**src/rtl/nn_pkg.sv**
```systemverilog
// Shared definitions for the neural-node datapath.
//   DATA_W_DEF / FRAC_BITS_DEF : default operand format (Q11.4 in 16 bits)
//   FX_ONE                     : fixed-point 1.0 for the default format
//   feeder_state_t             : operand feeder sequencing states
package nn_pkg;

  localparam int unsigned DATA_W_DEF    = 16;
  localparam int unsigned FRAC_BITS_DEF = 4;
  localparam int unsigned FX_ONE        = 1 << FRAC_BITS_DEF;

  typedef enum logic [2:0] {
    IDLE    = 3'd0,
    CLEAR   = 3'd1,
    STREAM  = 3'd2,
    DRAIN   = 3'd3,
    CAPTURE = 3'd4
  } feeder_state_t;

endpackage

```
**src/rtl/node_operand_buffer.sv**
```systemverilog
// Dual register file holding one node's input values and weights.
//   i_clk               : rising-edge clock (contents are never reset)
//   i_we                : write both files at i_waddr
//   i_waddr             : write index; indices >= N_INPUTS are dropped
//   i_wvalue, i_wweight : write data
//   i_raddr             : asynchronous read index (out of range reads 0)
//   o_rvalue, o_rweight : read data
module node_operand_buffer
  import nn_pkg::*;
#(
  parameter int unsigned N_INPUTS = 10,
  parameter int unsigned DATA_W   = DATA_W_DEF
) (
  input  logic              i_clk,
  input  logic              i_we,
  input  logic [7:0]        i_waddr,
  input  logic [DATA_W-1:0] i_wvalue,
  input  logic [DATA_W-1:0] i_wweight,
  input  logic [7:0]        i_raddr,
  output logic [DATA_W-1:0] o_rvalue,
  output logic [DATA_W-1:0] o_rweight
);

  logic [DATA_W-1:0] r_vbuf [N_INPUTS];
  logic [DATA_W-1:0] r_wbuf [N_INPUTS];

  // Full 8-bit address compare per entry, so out-of-range indices match nothing.
  always_ff @(posedge i_clk) begin
    for (int unsigned k = 0; k < N_INPUTS; k++) begin
      if (i_we && (i_waddr == 8'(k))) begin
        r_vbuf[k] <= i_wvalue;
        r_wbuf[k] <= i_wweight;
      end
    end
  end

  always_comb begin
    o_rvalue  = '0;
    o_rweight = '0;
    for (int unsigned k = 0; k < N_INPUTS; k++) begin
      if (i_raddr == 8'(k)) begin
        o_rvalue  = r_vbuf[k];
        o_rweight = r_wbuf[k];
      end
    end
  end

endmodule

```
**src/rtl/node_operand_feeder.sv**
```systemverilog
// Operand feeder for node_calculator: buffers one node's value/weight pairs,
// clears the accumulator, streams the pairs, waits out the calculator
// latency and captures the result.
//   clk, reset (async, active low)
//   load_en/load_addr/load_value/load_weight : buffer write port (IDLE only)
//   start        : begin a node computation
//   busy         : computation in progress (through the done cycle)
//   value/weight : operands to the calculator, zero unless streaming
//   acc_clear    : accumulator clear, one cycle before the first pair
//   pair_valid, last_pair : stream qualifiers
//   calc_result  : calculator output, result/done : captured node result
// Build option: NODE_FEEDER_RELU_EN clamps negative results to zero.
module node_operand_feeder
  import nn_pkg::*;
#(
  parameter int unsigned N_INPUTS     = 10,
  parameter int unsigned DATA_W       = DATA_W_DEF,
  parameter int unsigned FRAC_BITS    = FRAC_BITS_DEF,
  parameter int unsigned CALC_LATENCY = 1
) (
  input  logic              clk,
  input  logic              reset,
  input  logic              load_en,
  input  logic [7:0]        load_addr,
  input  logic [DATA_W-1:0] load_value,
  input  logic [DATA_W-1:0] load_weight,
  input  logic              start,
  output logic              busy,
  output logic [DATA_W-1:0] value,
  output logic [DATA_W-1:0] weight,
  output logic              acc_clear,
  output logic              pair_valid,
  output logic              last_pair,
  input  logic [DATA_W-1:0] calc_result,
  output logic [DATA_W-1:0] result,
  output logic              done
);

  if (N_INPUTS < 2 || N_INPUTS > 255) begin : g_bad_n_inputs
    $error("node_operand_feeder: N_INPUTS must be 2..255");
  end
  if (CALC_LATENCY < 1 || CALC_LATENCY > 7) begin : g_bad_latency
    $error("node_operand_feeder: CALC_LATENCY must be 1..7");
  end
  // The feeder never rescales; only reject formats with no integer bit.
  if (FRAC_BITS >= DATA_W) begin : g_bad_frac_bits
    $error("node_operand_feeder: FRAC_BITS must be below DATA_W");
  end

  localparam logic [7:0] LAST_IDX   = 8'(N_INPUTS - 1);
  localparam logic [2:0] DRAIN_LAST = 3'(CALC_LATENCY - 1);

  feeder_state_t     r_state, w_state_nx;
  logic [7:0]        r_idx, w_idx_nx;
  logic [2:0]        r_drain, w_drain_nx;

  logic              r_busy, r_acc_clear, r_pair_valid, r_last_pair, r_done;
  logic [DATA_W-1:0] r_value, r_weight, r_result;
  logic              w_busy_nx, w_acc_clear_nx, w_pair_valid_nx, w_last_pair_nx, w_done_nx;
  logic [DATA_W-1:0] w_value_nx, w_weight_nx, w_result_nx;

  logic [DATA_W-1:0] w_rvalue, w_rweight, w_capture_val;
  logic              w_buf_we;

  assign w_buf_we = load_en && (r_state == IDLE);

  // Read address is the next index so the registered operands line up
  // with the registered pair_valid / last_pair.
  node_operand_buffer #(
    .N_INPUTS (N_INPUTS),
    .DATA_W   (DATA_W)
  ) u_buf (
    .i_clk     (clk),
    .i_we      (w_buf_we),
    .i_waddr   (load_addr),
    .i_wvalue  (load_value),
    .i_wweight (load_weight),
    .i_raddr   (w_idx_nx),
    .o_rvalue  (w_rvalue),
    .o_rweight (w_rweight)
  );

`ifdef NODE_FEEDER_RELU_EN
  assign w_capture_val = calc_result[DATA_W-1] ? '0 : calc_result;
`else
  assign w_capture_val = calc_result;
`endif

  // State and registered outputs.
  always_ff @(posedge clk or negedge reset) begin
    if (!reset) begin
      r_state      <= IDLE;
      r_idx        <= '0;
      r_drain      <= '0;
      r_busy       <= 1'b0;
      r_acc_clear  <= 1'b0;
      r_pair_valid <= 1'b0;
      r_last_pair  <= 1'b0;
      r_done       <= 1'b0;
      r_value      <= '0;
      r_weight     <= '0;
      r_result     <= '0;
    end else begin
      r_state      <= w_state_nx;
      r_idx        <= w_idx_nx;
      r_drain      <= w_drain_nx;
      r_busy       <= w_busy_nx;
      r_acc_clear  <= w_acc_clear_nx;
      r_pair_valid <= w_pair_valid_nx;
      r_last_pair  <= w_last_pair_nx;
      r_done       <= w_done_nx;
      r_value      <= w_value_nx;
      r_weight     <= w_weight_nx;
      r_result     <= w_result_nx;
    end
  end

  // Next-state logic.
  always_comb begin
    w_state_nx = r_state;
    w_idx_nx   = r_idx;
    w_drain_nx = r_drain;
    unique case (r_state)
      IDLE:    if (start) w_state_nx = CLEAR;
      CLEAR: begin
        w_state_nx = STREAM;
        w_idx_nx   = '0;
      end
      STREAM: begin
        if (r_idx == LAST_IDX) begin
          w_state_nx = DRAIN;
          w_drain_nx = '0;
        end else begin
          w_idx_nx = r_idx + 8'd1;
        end
      end
      DRAIN: begin
        if (r_drain == DRAIN_LAST) w_state_nx = CAPTURE;
        else                       w_drain_nx = r_drain + 3'd1;
      end
      CAPTURE: w_state_nx = IDLE;
      default: w_state_nx = IDLE;
    endcase
  end

  // Outputs are decoded from the next state so they register in step with it.
  always_comb begin
    w_busy_nx       = (w_state_nx != IDLE);
    w_acc_clear_nx  = (w_state_nx == CLEAR);
    w_pair_valid_nx = (w_state_nx == STREAM);
    w_last_pair_nx  = (w_state_nx == STREAM) && (w_idx_nx == LAST_IDX);
    w_done_nx       = (w_state_nx == CAPTURE);
    w_value_nx      = '0;
    w_weight_nx     = '0;
    w_result_nx     = r_result;
    if (w_state_nx == STREAM) begin
      w_value_nx  = w_rvalue;
      w_weight_nx = w_rweight;
    end
    if (w_state_nx == CAPTURE) w_result_nx = w_capture_val;
  end

  assign busy       = r_busy;
  assign value      = r_value;
  assign weight     = r_weight;
  assign acc_clear  = r_acc_clear;
  assign pair_valid = r_pair_valid;
  assign last_pair  = r_last_pair;
  assign result     = r_result;
  assign done       = r_done;

endmodule

```
**config.mk**
```make
export PLATFORM = sky130hd
export DESIGN_NAME = node_operand_feeder
export DESIGN_NICKNAME = d
export VERILOG_FILES = /design/src/rtl/nn_pkg.sv /design/src/rtl/node_operand_buffer.sv /design/src/rtl/node_operand_feeder.sv
export SDC_FILE = /design/constraint.sdc
export NUM_CORES = 1
export LEC_CHECK = 0
export ABC_AREA = 1
export BUFFER_PORTS_ARGS = -buffer_cell sky130_fd_sc_hd__buf_2
export CORE_MARGIN = 10
export CORE_UTILIZATION = 60
export DETAILED_ROUTE_END_ITERATION = 8
export PLACE_DENSITY = 0.8
export SYNTH_ARGS = -nofsm -noshare
export SYNTH_HDL_FRONTEND = slang
export SYNTH_HIERARCHICAL = 1
export SYNTH_SLANG_ARGS = --single-unit
```
**constraint.sdc**
```tcl
create_clock -name clk -period 6 [get_ports clk]
set_clock_uncertainty 0.2 [all_clocks]
set_input_delay 1.2 -clock clk [delete_from_list [all_inputs] [get_ports clk]]
set_output_delay 1.2 -clock clk [all_outputs]
set_load 0.02 [all_outputs]
```
* After elaboration in Yosys (flattened, before gate mapping) *
Memory sizes are Yosys's and may differ from the RTL's.
Cells that the tools add are included.

word-level totals
  flip-flop bits (word level) = 67
  latch bits = 0
  RAM bits = 320
  bits in read-only memories = 0
  bits of input ports = 60
  word-level logic and storage cells = 184
  memories kept = 2

operators by class
  add/sub/neg operators = 2
  $mul = 0
  divide/modulo/power cells = 0
  magnitude comparators = 0
  equal/unequal tests = 27
  shift-type cells = 0
  muxes and demuxes = 105
  bitwise operators = 0
  reduce and logical (&&, ||, !) cells = 37

memory list
  memory        depth  width  read ports  clocked after memory_dff  wr ports  RTL line                   text
  u_buf.r_vbuf  10     16     10          0                         1         node_operand_buffer.sv:24  logic [DATA_W-1:0] r_vbuf [N_INPUTS];
  u_buf.r_wbuf  10     16     10          0                         1         node_operand_buffer.sv:25  logic [DATA_W-1:0] r_wbuf [N_INPUTS];

operators with widths
  operator             count
  $mux 16              40
  $reduce_or 16->1     18
  $mux 4               18
  $eq 8x3->1 const B   8
  $eq 8x4->1 const B   5
  $mux 1               38
  $eq 8x2->1 const B   4
  $eq 8x1->1 const B   2
  $logic_not 8->1      2
  $pmux 8 s2           1
  $mux 3               5
  $logic_and 1x1->1    12
  $pmux 3 s4           1
  $eq 3x2->1 const B   3
  $add 8x1->8 const B  1
  $mux 8               1
  $eq 3x1->1 const B   2
  $logic_not 3->1      2
  $pmux 3 s2           1
  $ne 2x2->1 const B   2
  $add 3x1->3 const B  1
  $eq 3x3->1 const B   1
  $reduce_and 3->1     1
  $reduce_bool 3->1    1
  $reduce_bool 2->1    1

* Logic depth before layout (Yosys ltp) *
Gate-level depths: netlist of run 1.

  depth in word-level cells = 15
  gate-level depth with buffers = 22
  gate-level depth less buffers = 20

* Modules after synthesis *
Netlist of run 1, hierarchy kept.

by module, submodules not included
  module               instances  cells an instance  area an instance (um2)
  node_operand_buffer  1          993                12,644.6
  node_operand_feeder  1          311                2,730.1

* Worst setup path before layout of run 1 *
OpenSTA, ideal clock, no wires.

  path kind = input to register
  start = input load_addr[5]
  end = memory u_buf/r_vbuf[8][0] (netlist bit), enable pin
  setup time = 0.502 ns
  data arrival time = 4.751 ns
  data required time = 5.298 ns
  slack = 0.547 ns
  stages = 3
  cell sequence = nor4_1 inv_1 nor4_1

on the way
  longest elaborated chain between the ends = 14
  elaborated cells between the ends (all ways) = 67

ends and longest elaborated chain
  what                                                             RTL line                   text
  start, declared                                                  node_operand_feeder.sv:24  input logic [7:0] load_addr,
  $eq 8x1->1                                                       node_operand_buffer.sv:30  if (i_we && (i_waddr == 8'(k))) begin
  $logic_and 1x1->1                                                node_operand_buffer.sv:30
  $mux 1                                                           node_operand_buffer.sv:30
  $mux 1 (not written as such)                                     node_operand_buffer.sv:31  r_vbuf[k] <= i_wvalue;
  $reduce_or 16->1 (no source line)                                --
  $mux 4 (no source line) or $mux 1 (tied branches) (9 in series)  --
  end, declared                                                    node_operand_buffer.sv:24

Parallel ways exist; a longest one is shown, timed or not.

* Final worst setup path of run 1 *
  start = register r_idx[0]
  end = register r_value[3], in the netlist value[3]

on the way
  longest elaborated chain between the ends = 15
  elaborated cells between the ends (all ways) = 28

ends and longest elaborated chain
  what                                       RTL line                                                text
  start, declared                            node_operand_feeder.sv:54                               logic [7:0] r_idx, w_idx_nx;
  start signal, assigned                     node_operand_feeder.sv:105                              r_idx <= w_idx_nx;
  $add 8x1->8 or $eq 8x4->1 (tied branches)  node_operand_feeder.sv:134, node_operand_feeder.sv:130
  $mux 8 (*)                                 node_operand_feeder.sv:130                              if (r_idx == LAST_IDX) begin
  $pmux 8 s2 (*)                             node_operand_feeder.sv:123                              unique case (r_state)
  via w_idx_nx[6]                            node_operand_feeder.sv:54
  $logic_not 8->1                            node_operand_buffer.sv:41                               if (i_raddr == 8'(k)) begin
  $mux 16 (9 in series)                      node_operand_buffer.sv:41
  $mux 16 (*)                                node_operand_buffer.sv:41
  via w_rvalue[3]                            node_operand_feeder.sv:62                               logic [DATA_W-1:0] w_rvalue, w_rweight, w_capture_val;
  $mux 16 (*)                                node_operand_feeder.sv:156                              if (w_state_nx == STREAM) begin
  via w_value_nx[3]                          node_operand_feeder.sv:60                               logic [DATA_W-1:0] w_value_nx, w_weight_nx, w_result_nx;
  end signal, assigned                       node_operand_feeder.sv:112                              r_value <= w_value_nx;
  end, declared                              node_operand_feeder.sv:58                               logic [DATA_W-1:0] r_value, r_weight, r_result;

The timed path passes the listed nets; every way through them passes the cells marked *.
A chain may end at the register's enable or synchronous reset.

==> results of run 1 <==
==> cells by family after synthesis <==
group / synth area share [%]
AO/OA/AOI/OAI: 0.602
adder cells (fa/ha/maj): 0.326
buffers and inverters: 4.89
flip-flops: 73.4
AND/OR/NAND/NOR: 20.8
==> cell type report <==
type                    instances  area share [%]
well taps                     330            2.34
multi-input cells             733            19.4
clock buffers                  51            6.03
diodes                          2          0.0284
repair buffers                127            3.83
inverters                     137            2.92
flip-flops and latches        387            64.0
clock inverters                21            1.43
==> power groups by stage <==
stage	Combinational, uW	Clock, uW	Sequential, uW
detailed placement	2950	0	3190
global route	3340	2600	3150
finish	3010	2450	3140
floorplan	1950	0	3330
global placement	2870	0	3190
CTS	3000	2490	3140
==> flip-flops by register name, summed over array words and instances, names as in the netlist, 3 cells and up <==
signal,cells
r_drain,3
r_idx,8
r_state,3
result,16
u_buf/r_vbuf,160
u_buf/r_wbuf,160
value,16
weight,16
==> worst min-delay path: stages, from the launching register on <==
cell	delay (ns)
dfrtp_1	0.33
nand2_1	0.05
nand2_1	0.05
==> routing by layer <==
layer / global-route usage, % / up-vias / wire length [um]
met3: 4.62 / 57 / 2730
li1: - / 4634 / -
met5: 0 / - / 11
met4: 7.45 / 2 / 769
met2: 33.6 / 428 / 16600
met1: 26.1 / 4898 / 14200
==> cell usage in the layout (no fill, tap or decap), drive strengths merged <==
cell type  count
o211ai         5
a21oi          2
nor3           8
clkbuf        51
o21ai          9
clkinvlp       1
nand3b         1
buf          127
bufinv         5
edfxtp       320
nand2        321
diode          2
inv          128
nor2         147
nor4           4
dfrtp         67
clkinv        24
nand3        172
or2           24
ha             4
nand4         36
==> per-stage QoR <==
stage	instance area, um^2	hold slack, ns	setup slack (ns)	cells	util [%]
2_1_floorplan	15400	0.286	0.547	1304	-
3_3_place_gp	16300	0.249	2.02	1714	64.8
3_5_place_dp	16300	0.254	1.91	1714	64.8
4_1_cts	17600	0.267	2.03	1786	70.0
5_1_grt	17600	0.290	1.62	1787	70.0
6_report	17600	0.261	1.95	1788	70.0
==> path summary, 6_finish.rpt <==
kind                            startpoint    endpoint
worst max-delay path              r_idx[0]    value[3]
worst min-delay path             result[2]   result[2]
worst max register to register    r_idx[0]    value[3]
worst min register to register   result[2]   result[2]
max in group asynchronous            reset  result[12]
min in group asynchronous            reset   value[10]
==> metrics.md, run 1 <==
| Metric | Value |
|---|---|
| Status | finished clean |
| Area contributors post-synth | edfxtp_1, dfrtp_1, nand2_1 |
| Cell taking the most area after synthesis | edfxtp_1 |
| Peak Freq | 247 MHz |
| Critical path launch point type | flip-flop |
| Worst path bufs/invs | 5 |
| Crit Path Category | flip-flop to flip-flop |
| Clock Path Buffers | 3 |
| Initial antenna violation count | 3 |
| Reg2Reg Depth | 19 |
| Cts hold-fix bufs | 0 |
| Post-cts resize count | 0 |
| I/O pin total | 113 |
| Hold Fails Final Rpt | 0 |
| CP max stage cell | nand3_1 |
| Syn nets | 1368 |
| Clk sink count | 387 |
| Fraction of final layout cells sized beyond drive strength 1 | 16.2% |
| Mapped Avg Cell Area | 11.8 um^2 |
| Number of buffers added for setup after CTS | 0 |
| Number of CTS-inserted buffers | 39 |
| Sequential Power Share | 36.5% |
| Critical path, cell by cell | ha_1 -> nand2_1 -> o21ai_0 -> nand2_1 -> a21oi_1 -> inv_1 -> nor2_2 -> nand2_4 -> inv_2 -> buf_4 -> nand3_1 -> buf_4 -> nor2_1 -> nor2_1 -> nand3_1 -> nand2_1 -> nand4_1 -> inv_1 -> nor2_1 |
| Area of the multi-input gates | 3420 um^2 |
| Placer congestion estimate | 0.822 |
| Clock share of power | 28.5% |
| Fillers | 1663 |
| Iter 0 DRT Violations | 851 |
| Port Buf Inserts | 112 |
| Core area | 25200 um^2 |
| Max Slew Vio Count | 0 |
| Pre-Repair DR Iteration Count | 5 |
| Synth-to-layout area growth | 14.6% |
| Ys Warns | 6 |
| Ys async rst share | 17.3% |
| Area share of the largest cell type after synthesis | 62.5% |
| HP Class | flip-flop to flip-flop |
| Post-synth cell types | 31 |
| Commonest cells in the netlist | edfxtp_1, nand2_1, nand3_1 |
| Total power divided by cell area | 488 nW/um^2 |
| Setup TNS | 0 ns |
| Register Area | 11300 um^2 |
| Yosys reg bits | 387 |
| Gr usage total | 20.4% |
| Htree depth | 2 |
| Initial cell density of the core | 61.1% |
| Max FO, Critical Path | 66 |
| Number of global-route vias before repair | 10099 |
| Max incr delay on CP | 0.59 ns |
| CP top delay family | simple AND/OR/NAND/NOR gates |
| CTS root buf | clkbuf_16 |
| Clock slew at reported path FFs | 0.06 ns |
| Slew @ Worst Pin | 1.21 ns |
| Critical path depth | 19 |
| Largest net degree at the start of global routing | 68 |
| Sequential area share after synthesis | 73.4% |
| Flop2flop setup slack | 1.95 ns |
| Post-Route WL | 34300 um |
| Rows | 58 |
| Most frequent cell after synthesis | edfxtp_1 |
| P_leak | 0.00701 uW |
| CTS tree | done |
| Post-synthesis instance total | 1304 |
| Worst vdd ir | 0.387 mV |
| EDFF count, synth | 320 |
| MaxCap Viol Count | 0 |
| Finish-stage setup viols | 0 |
| Die Ht | 180 um |
| Critical Path AT | 4.30 ns |
| Final period util | 67.5% |
| P_int | 5420 uW |
| Detail Route Antenna Nets | 0 |
| Slew headroom | 19.0% |
| Worst-Skew Late Latency | 0.53 ns |
| Crit. End Element | flip-flop |
| Tmin final | 4.05 ns |
| Nets@finish | 1489 |
| Die Wd | 180 um |
| Post-DP HPWL | 19700 um |
| Number of remaining DRC errors | 0 |
| Power share of the combinational group | 35.0% |
| Cell Area, Synth | 15400 um^2 |
| Worst EP required | 6.25 ns |
| Switching Share | 36.9% |
| Hold path cells | 2 |
| Vias per inst | 5.60 |
| Total Power | 8600 uW |
| Main synth FF type | edfxtp_1 |
| Sw power | 3180 uW |
| Avg WL per Cell | 19.2 um |
| Die area | 32400 um^2 |
| GRT overflow | 0 |
| Routed vias | 10019 |
| Unrepaired setup endpoints after global routing | false |
| First-pass GRT wire length | 53300 um |
Note: power is estimated with default switching activity, not from simulation.
==> run 2, diff against run 1 <==
--- a/config.mk
+++ b/config.mk
@@ -8,9 +8,9 @@
 export ABC_AREA = 1
 export BUFFER_PORTS_ARGS = -buffer_cell sky130_fd_sc_hd__buf_2
 export CORE_MARGIN = 10
-export CORE_UTILIZATION = 60
+export CORE_UTILIZATION = 54
 export DETAILED_ROUTE_END_ITERATION = 8
-export PLACE_DENSITY = 0.8
+export PLACE_DENSITY = 0.77
 export SYNTH_ARGS = -nofsm -noshare
 export SYNTH_HDL_FRONTEND = slang
 export SYNTH_HIERARCHICAL = 1
==> constraint.sdc (replaced) <==
create_clock -name clk -period 3.5 [get_ports clk]
set_clock_uncertainty 0.2 [all_clocks]
set_input_delay 0.7 -clock clk [delete_from_list [all_inputs] [get_ports clk]]
set_output_delay 0.7 -clock clk [all_outputs]
set_load 0.02 [all_outputs]
==> run 2 against run 1 <==
Effect of this change: non-clock buffer count rose by 21; die area rose by 9.8%; sequential share of layout area fell by 1.4 points; final area rose by 2.3%.
==> metrics.md, run 2 (synthesis gave the netlist of run 1 again) <==
| Metric | Value |
|---|---|
| Biggest regs | u_buf/r_vbuf: 160 flops, u_buf/r_wbuf: 160 flops |
| Post-DP HPWL | 20900 um (+6.1%) |
| Most frequent cells in the layout | edfxtp_1, nand2_1, nand3_1, nor2_1, inv_1 |
| Routed vias | 10269 (+2.5%) |
| Worst vdd ir | 0.509 mV (+31%) |
| Largest net degree at the start of global routing | 68 (unchanged) |
| CTS root buf | clkbuf_16 |
| Post-cts resize count | 0 (unchanged) |
| Area of the multi-input gates | 3450 um^2 (+0.88%) |
| CTS tree | done |
| Finish-stage setup viols | 0 (unchanged) |
| HP Class | input port to async pin |
| MaxCap Viol Count | 0 (unchanged) |
| Die Ht | 189 um (+4.8%) |
| Pre-CTS WS | 0.289 ns (-1.62 ns) |
| Port Buf Inserts | 112 (unchanged) |
| Initial antenna violation count | 3 (unchanged) |
| Initial cell density of the core | 55.0% (-6.0 points) |
| Hold Fails Final Rpt | 0 (unchanged) |
| P_int | 9410 uW (+74%) |
| Clk sink count | 387 (unchanged) |
| GRT overflow | 0 (unchanged) |
| Peak Freq | 303 MHz (+23%) |
| Placer congestion estimate | 0.817 (-0.55%) |
| Number of CTS-inserted buffers | 39 (unchanged) |
| Power share of the combinational group | 36.8% (+1.8 points) |
| CP max stage cell | nand3_1 |
| Die Wd | 189 um (+4.8%) |
| Gr usage total | 20.1% (-0.34 points) |
| Critical path, cell by cell | ha_1 -> nand2_1 -> o21ai_0 -> nand2_1 -> a21oi_1 -> inv_1 -> nor2_2 -> nand2_4 -> inv_2 -> nand3_1 -> nor2_1 -> nor2_1 -> nand4_1 -> nand2_1 -> nand3_1 -> inv_1 -> nor2_1 |
| Number of global-route vias before repair | 10460 (+3.6%) |
| Total power divided by cell area | 827 nW/um^2 (+70%) |
| Slew @ Worst Pin | 0.986 ns (-0.227 ns) |
| Sequential Power Share | 36.1% (-0.4 points) |
| Core area | 27900 um^2 (+11%) |
| Clock share of power | 27.1% (-1.4 points) |
| Pre-Repair DR Iteration Count | 5 (unchanged) |
| Min Hold Slack | 0.150 ns (-0.112 ns) |
| Slew headroom | 34.3% (+15 points) |
| I/O pin total | 113 (unchanged) |
| Post-Route WL | 36200 um (+5.5%) |
| Sw power | 5500 uW (+73%) |
| Max FO, Critical Path | 12 (-82%) |
| CP top delay family | simple AND/OR/NAND/NOR gates |
| Synth-to-layout area growth | 17.2% |
| Crit Path Category | flip-flop to flip-flop |
| Worst setup margin | 0.202 ns (-1.75 ns) |
| First-pass GRT wire length | 56500 um (+6.0%) |
| Fraction of final layout cells sized beyond drive strength 1 | 17.1% (+0.92 points) |
| Rows | 61 (+5.2%) |
| Switching Share | 36.9% (-0.042 points) |
| Max Slew Vio Count | 0 (unchanged) |
| Clock slew at reported path FFs | 0.06 ns (about the same) |
| Fillers | 2046 (+23%) |
| Leading cell type in the layout, fill and taps excluded | edfxtp_1 |
| Status | finished clean |
| Worst-Skew Late Latency | 0.52 ns (about the same) |
| Worst path bufs/invs | 3 (-2) |
| Tmin final | 3.30 ns (-0.752 ns) |
| Detail Route Antenna Nets | 0 (unchanged) |
| Number of buffers added for setup after CTS | 0 (unchanged) |
| Number of remaining DRC errors | 0 (unchanged) |
| Iter 0 DRT Violations | 1001 (+18%) |
| Critical path launch point type | flip-flop |
| Crit. End Element | flip-flop |
| Clock Path Buffers | 3 (unchanged) |
| Avg WL per Cell | 19.5 um (+1.6%) |
| Critical Path Start | r_idx[0] |
| Setup TNS | 0 ns (unchanged) |
| Cts hold-fix bufs | 0 (unchanged) |
| Unrepaired setup endpoints after global routing | false |
| Die area | 35600 um^2 (+9.8%) |
| Max incr delay on CP | 0.51 ns (-0.08 ns) |
| Vias per inst | 5.53 (-1.3%) |
| Register Area | 11300 um^2 (unchanged) |
| P_leak | 0.00716 uW (+2.1%) |
| Htree depth | 2 (unchanged) |
| Final period util | 94.2% (+27 points) |
| Reg-to-reg startpoint | r_idx[0] |
| Worst EP required | 3.75 ns (-2.50 ns) |
| Critical Path AT | 3.54 ns (-0.76 ns) |
| Nets@finish | 1510 (+1.4%) |
-- run 2: cell types whose count changed in the layout (fill, tap and decap cells not counted), sizes merged --
cell      previous run  this run
buf                127       148
bufinv               5         3
clkbuf              51        54
clkinv              24        25
clkinvlp             1         0
diode                2         1
inv                128       127
-- run 2: area by class of cell --
cell class / instances / share of cell area, %
timing repair buffer: 148 / 5.80
clock inverter: 18 / 0.965
tap: 378 / 2.62
sequential: 387 / 62.6
multi-input combinational: 733 / 19.1
antenna: 1 / 0.0139
clock buffer: 54 / 6.01
inverter: 137 / 2.85
-- run 2: path summary, 6_finish.rpt --
check | end | slack, ns | depth (start not counted)
max | value[2] | 0.20 | 17
min | value[11] | 0.15 | 1
max reg2reg | value[2] | 0.20 | 17
min reg2reg | result[7] | 0.27 | 2
max in group asynchronous | weight[8] | 2.33 | 1
min in group clk | result[2] | 0.19 | 3
-- run 2: per-stage QoR --
stage	power [uW]	area [um^2]	std cells	util (%)
after floorplan	9060	15400	1304	-
after global placement	10700	16800	1783	60.0
after detailed placement	10900	16800	1783	60.0
after CTS	15000	18000	1855	64.5
after global routing	15800	18000	1855	64.5
final	14900	18000	1856	64.5
-- run 2: power groups by stage --
stage	clock, uW	combinational [uW]	sequential, uW
final	4040	5490	5390
after global routing	4290	6110	5410
after CTS	4100	5490	5380
after detailed placement	0	5430	5480
after global placement	0	5270	5470
after floorplan	0	3350	5710
-- run 2: worst reg2reg max path: cells and delay by family, from the launching register on --
family	cells	cell delay (ns)
DFF	1	0.41
buffers and inverters	3	0.34
adders and majority gates	1	0.21
AOI/OAI and AO/OA	2	0.43
and+or+nand+nor	11	1.64
-- run 2: per-layer routing --
layer | vias to the layer above | share of wire (%) | global-route usage [%]
li1 | 4687 | - | -
met1 | 4961 | 40 | 25.1
met2 | 537 | 48 | 33.5
met3 | 80 | 8.9 | 4.54
met4 | 4 | 2.8 | 7.57
met5 | - | 0.061 | 0
